## src/rtl/inert_intf.sv

```systemverilog
// rtl/inert_intf.sv - gyro interface: power-up init, yaw-rate read pair on INT; optional offset calibration under INERT_CAL_EN
module inert_intf #(
  parameter int TIMER_W = 16  // power-up wait is 2**TIMER_W cycles
) (
  input  logic        clk,
  input  logic        rst,
  input  logic        INT,
  input  logic        done,
  input  logic [15:0] rd_data,
  output logic        wrt,
  output logic [15:0] cmd,
  output logic        vld,
  output logic [15:0] yaw_rt,
  output logic        cal_done
);

  typedef enum logic [2:0] {
    INIT_WAIT, INIT1, INIT2, INIT3, WAIT_INT, RD_L, RD_H
  } state_t;

  state_t             r_state;
  state_t             w_next;
  logic               r_int_ff1;
  logic               r_int_ff2;
  logic [TIMER_W-1:0] r_timer;
  logic               r_wrt;
  logic [15:0]        r_cmd;
  logic               w_issue;
  logic [15:0]        w_cmd;
  logic [7:0]         r_yaw_l;
  logic [7:0]         r_yaw_h;
  logic               r_vld;
  logic [15:0]        r_yaw_rt;
  logic [15:0]        w_raw;
  logic               w_rdl_done;
  logic               w_rdh_done;
  logic               w_unused;

  // Raw sample is formed from the high byte arriving now and the low byte captured earlier
  assign w_raw      = {rd_data[7:0], r_yaw_l};
  assign w_rdl_done = (r_state == RD_L) && done;
  assign w_rdh_done = (r_state == RD_H) && done;
  assign w_unused   = ^{rd_data[15:8], r_yaw_h};

  // Two-flop synchronizer for the asynchronous data-ready line
  always_ff @(posedge clk) begin
    if (rst) begin
      r_int_ff1 <= 1'b0;
      r_int_ff2 <= 1'b0;
    end else begin
      r_int_ff1 <= INT;
      r_int_ff2 <= r_int_ff1;
    end
  end

  // Power-up timer runs only while waiting for the sensor to come up
  always_ff @(posedge clk) begin
    if (rst) begin
      r_timer <= '0;
    end else if (r_state == INIT_WAIT) begin
      r_timer <= r_timer + {{(TIMER_W-1){1'b0}}, 1'b1};
    end
  end

  // State register
  always_ff @(posedge clk) begin
    if (rst) begin
      r_state <= INIT_WAIT;
    end else begin
      r_state <= w_next;
    end
  end

  // Next state; entering a command state requests a wrt with the command word
  always_comb begin
    w_next  = r_state;
    w_issue = 1'b0;
    w_cmd   = r_cmd;
    case (r_state)
      INIT_WAIT: if (r_timer == '1) begin
        w_next = INIT1; w_issue = 1'b1; w_cmd = 16'h0D02;
      end
      INIT1: if (done) begin
        w_next = INIT2; w_issue = 1'b1; w_cmd = 16'h1160;
      end
      INIT2: if (done) begin
        w_next = INIT3; w_issue = 1'b1; w_cmd = 16'h1440;
      end
      INIT3: if (done) begin
        w_next = WAIT_INT;
      end
      WAIT_INT: if (r_int_ff2) begin
        w_next = RD_L; w_issue = 1'b1; w_cmd = 16'hA600;
      end
      RD_L: if (done) begin
        w_next = RD_H; w_issue = 1'b1; w_cmd = 16'hA700;
      end
      RD_H: if (done) begin
        w_next = WAIT_INT;
      end
      default: w_next = INIT_WAIT;
    endcase
  end

  // wrt is a single-cycle pulse; cmd is held until the next command is issued
  always_ff @(posedge clk) begin
    if (rst) begin
      r_wrt <= 1'b0;
      r_cmd <= 16'h0000;
    end else begin
      r_wrt <= w_issue;
      r_cmd <= w_cmd;
    end
  end

  // Capture the register bytes as each read completes
  always_ff @(posedge clk) begin
    if (rst) begin
      r_yaw_l <= 8'h00;
      r_yaw_h <= 8'h00;
    end else begin
      if (w_rdl_done) r_yaw_l <= rd_data[7:0];
      if (w_rdh_done) r_yaw_h <= rd_data[7:0];
    end
  end

`ifdef INERT_CAL_EN
  logic [2:0]  r_cal_cnt;
  logic        r_cal_done;
  logic [18:0] r_acc;
  logic [15:0] r_offset;
  logic [18:0] w_acc_sum;

  assign w_acc_sum = r_acc + {{3{w_raw[15]}}, w_raw};

  // First eight samples build the offset silently, later samples are reported offset-corrected
  always_ff @(posedge clk) begin
    if (rst) begin
      r_vld      <= 1'b0;
      r_yaw_rt   <= 16'h0000;
      r_cal_cnt  <= 3'd0;
      r_cal_done <= 1'b0;
      r_acc      <= 19'd0;
      r_offset   <= 16'h0000;
    end else begin
      r_vld <= 1'b0;
      if (w_rdh_done) begin
        if (r_cal_done) begin
          r_vld    <= 1'b1;
          r_yaw_rt <= w_raw - r_offset;
        end else begin
          r_acc     <= w_acc_sum;
          r_cal_cnt <= r_cal_cnt + 3'd1;
          if (r_cal_cnt == 3'd7) begin
            r_offset   <= w_acc_sum[18:3];
            r_cal_done <= 1'b1;
          end
        end
      end
    end
  end

  assign cal_done = r_cal_done;
`else
  // Publish the raw sample one cycle after the high byte arrives
  always_ff @(posedge clk) begin
    if (rst) begin
      r_vld    <= 1'b0;
      r_yaw_rt <= 16'h0000;
    end else begin
      r_vld <= w_rdh_done;
      if (w_rdh_done) r_yaw_rt <= w_raw;
    end
  end

  assign cal_done = 1'b1;
`endif

  assign wrt    = r_wrt;
  assign cmd    = r_cmd;
  assign vld    = r_vld;
  assign yaw_rt = r_yaw_rt;

endmodule

```

## config.mk

```make
export PLATFORM = sky130hd
export DESIGN_NAME = inert_intf
export DESIGN_NICKNAME = d
export VERILOG_FILES = /design/src/rtl/inert_intf.sv
export SDC_FILE = /design/constraint.sdc
export NUM_CORES = 1
export LEC_CHECK = 0
export ABC_AREA = 1
export CORE_MARGIN = 2
export CORE_UTILIZATION = 25
export DETAILED_ROUTE_END_ITERATION = 7
export PLACE_DENSITY = 0.49
export SLEW_MARGIN = 10
export SYNTH_ARGS = -nofsm -noshare
export SYNTH_HDL_FRONTEND = slang
export SYNTH_SLANG_ARGS = --single-unit
```

## constraint.sdc

```tcl
create_clock -name clk -period 1.37 [get_ports clk]
set_input_delay 0.2055 -clock clk [delete_from_list [all_inputs] [get_ports clk]]
set_output_delay 0.2055 -clock clk [all_outputs]
set_load 0.03 [all_outputs]
```

==> results.yml <==
layout:
  drive_gt1_share_pct: 19.09
  n_fill_cell: 949
  areaGrowthSynthToFinish_pct: 35.30
  multiInputGateArea_sq_um: 1051
  final_cell_mix: "78 x nor2_1, 49 x dfxtp_1, 36 x o21ai_0, 31 x nand2_1, 28 x dlygate4sd2_1"
  nets: 392
  diodes: 0
  layout_commonest_cell: "nor2_1"
  final_cells: 480
  seq_area_sq_um: 1066
placement:
  portBuffers: 39
  gp_congestion: 0.7860
  post-dp-hpwl_um: 3516
  dp_cells: 470
logic_synthesis:
  synthSimpleGateAreaFrac_pct: 27.59
  yosys_warnings: 0
  ys_ff_latch: 53
  synthAdderAreaFrac_pct: 0.5473
  synth_area_sq_um: 2286
  syn_inst: 313
  syn_avg_cell_area_sq_um: 7.303
  synth_top_family_by_area: "simple AND/OR/NAND/NOR gates"
  synthMuxAreaShare_pct: 0
  yosysSeqAreaShare_pct: 46.41
  synth-xor-area-share_pct: 0.3831
  synth-compound-area-share_pct: 13.90
  ys_types: 24
setup_path:
  arrival_ns: 1.60
  path_class: "reg2reg"
  r2r_slack_ns: 0.03
  worstSetupStartpointType: "flip-flop"
  setup.worst_path.end: "cmd[10]"
  required_ns: 1.63
  r2r-start: "r_timer[1]"
  startpoint: "r_timer[1]"
  r2r_cells: 9
  worstPathMaxFanout: 7
  end_kind: "flip-flop"
  r2r-end: "cmd[10]"
timing:
  drv_slew: 0
  setup_viol: 0
  hold_slack_ns: 0.4216
  hold_viol: 0
  skew_ns: 0.01224
  min_period_over_period_pct: 98.05
  fmax_mhz: 744.4
  period_minus_slack_ns: 1.343
  grt_setup_unrepaired: "true"
die:
  core_area_sq_um: 8806
  start_util_pct: 25.96
  die-area_sq_um: 9925
  die_y_um: 99.63
  io-pin-count: 55
  die_x_um: 99.63
  rows: 34
power_and_ir_drop:
  total_leakage_power_nw: 1.391
  powerDensity_nw_per_um2: 1541
  peakVddDrop_mv: 0.4850
route:
  postRouteAntennaNets: 0
  drt_iter0_markers: 65
  firstDrtPassIters: 4
  vias: 2044
  viasPerCell: 4.258
  wirelength_um: 5040
  drc_errors: 0
  wire_per_inst_um: 10.50
cts:
  ctsHoldBuffers: 0
  clock-sinks: 53
  clockBufferDepth: 2
  numCtsBuffers: 5
  clk_pin_slew_ns: 0.11
  clk-insertion-delay-late_ns: 0.32
  cts_tree: "done"
  cts-root-buf: "clkbuf_8"
  h-tree-depth: 2
global_route:
  antenna_found_initial: 0
  grt_pass1_vias: 1848
  grt_pass1_wl_um: 8521
  overflow: 0
  grt_max_degree: 43
  grt_usage_pct: 10.57
job:
  drv_cap: 0
status:
  status: "finished, final reports clean"
hold_path:
  hold_path_class: "in2reg"
-- where the power goes --
group          switching, mW  leakage [nW]  internal, mW
combinational           1.10         0.901         0.703
sequential             0.127         0.431          1.73
clock                  0.552        0.0591         0.558
-- worst max-delay path, cell delays in order (launching register included) --
cell     delay, ns
dfxtp_2       0.37
ha_4          0.13
inv_2         0.04
nor2_4        0.08
nand2_2       0.08
o21ai_4       0.22
nand3_4       0.16
nand2_2       0.10
inv_2         0.03
nor2_2        0.06
-- synth_stat cells, drive strengths merged --
cell type / count / area (sq um)
nor2: 89 / 364.1
nand4: 6 / 37.54
o21ai: 40 / 211.5
ha: 1 / 12.51
xnor2: 1 / 8.760
buf: 13 / 101.4
nand2: 39 / 156.4
conb: 2 / 7.510
inv: 34 / 127.6
nand3: 10 / 72.57
clkbuf: 5 / 18.77
dfxtp: 53 / 1061
a21oi: 19 / 98.85
o21a: 1 / 7.510
-- metrics by stage --
step	setup WS, ns	power (mW)	instance area [sq um]	utilization [%]	TNS, ns
after floorplan	0.01298	3.021	2305	-	0
after global placement	-0.2085	3.597	2933	33.30	-4.254
after detailed placement	-0.1813	3.617	2933	33.30	-4.512
after CTS	0.006878	4.706	3044	34.57	0
after global routing	-0.1139	5.097	3093	35.12	-1.202
final	0.02667	4.766	3093	35.12	0
-- sequential cells by signal, indices dropped and copies added, names as in the netlist --
signal,flops
cmd,6
r_int_ff1,1
r_int_ff2,1
r_state,3
r_timer,16
r_yaw_l,8
vld,1
wrt,1
yaw_rt,16
-- repair_timing --
item / in CTS / in global routing
setup buffers: 0 / 2
pin swaps: 6 / 7
gates resized for setup: 38 / 15
setup endpoints to repair: 44 / 40
-- final cells by class --
class | count | area share [%]
clock buffer | 5 | 2.225
clock inverter | 3 | 1.537
inverter | 34 | 4.126
multi-input combinational | 213 | 33.98
sequential | 53 | 34.47
tap | 108 | 4.369
timing repair buffer | 64 | 19.30
-- worst min path at each step --
stage / start / end / slack [ns] / depth (start not counted)
floorplan: INT / r_int_ff1 / 0.31 / 2
detailed placement: r_int_ff1 / r_int_ff2 / 0.41 / 2
global route: INT / r_int_ff1 / 0.45 / 3
global placement: r_int_ff1 / r_int_ff2 / 0.41 / 2
finish: INT / r_int_ff1 / 0.42 / 3
CTS: INT / r_int_ff1 / 0.41 / 3
-- routing by layer --
layer | routed length (um) | share of wire [%] | vias to the layer above | track usage, %
li1 | - | - | 1084 | -
met1 | 2467 | 49 | 916 | 13.79
met2 | 2315 | 46 | 36 | 17.05
met3 | 167 | 3.3 | 8 | 2.319
met4 | 89 | 1.8 | 0 | 4.110
met5 | 0 | 0 | - | 0
-- kinds of logic (layout without fill, tap and decap cells) --
family | Yosys count | after routing
DFF | 53 | 53
adders and majority gates | 1 | 1
buffers and inverters | 52 | 106
AOI/OAI and AO/OA | 60 | 60
and+or+nand+nor | 144 | 144
other | 2 | 7
xor gates and xnor gates | 1 | 1
Power figures use the tool's default switching activity.
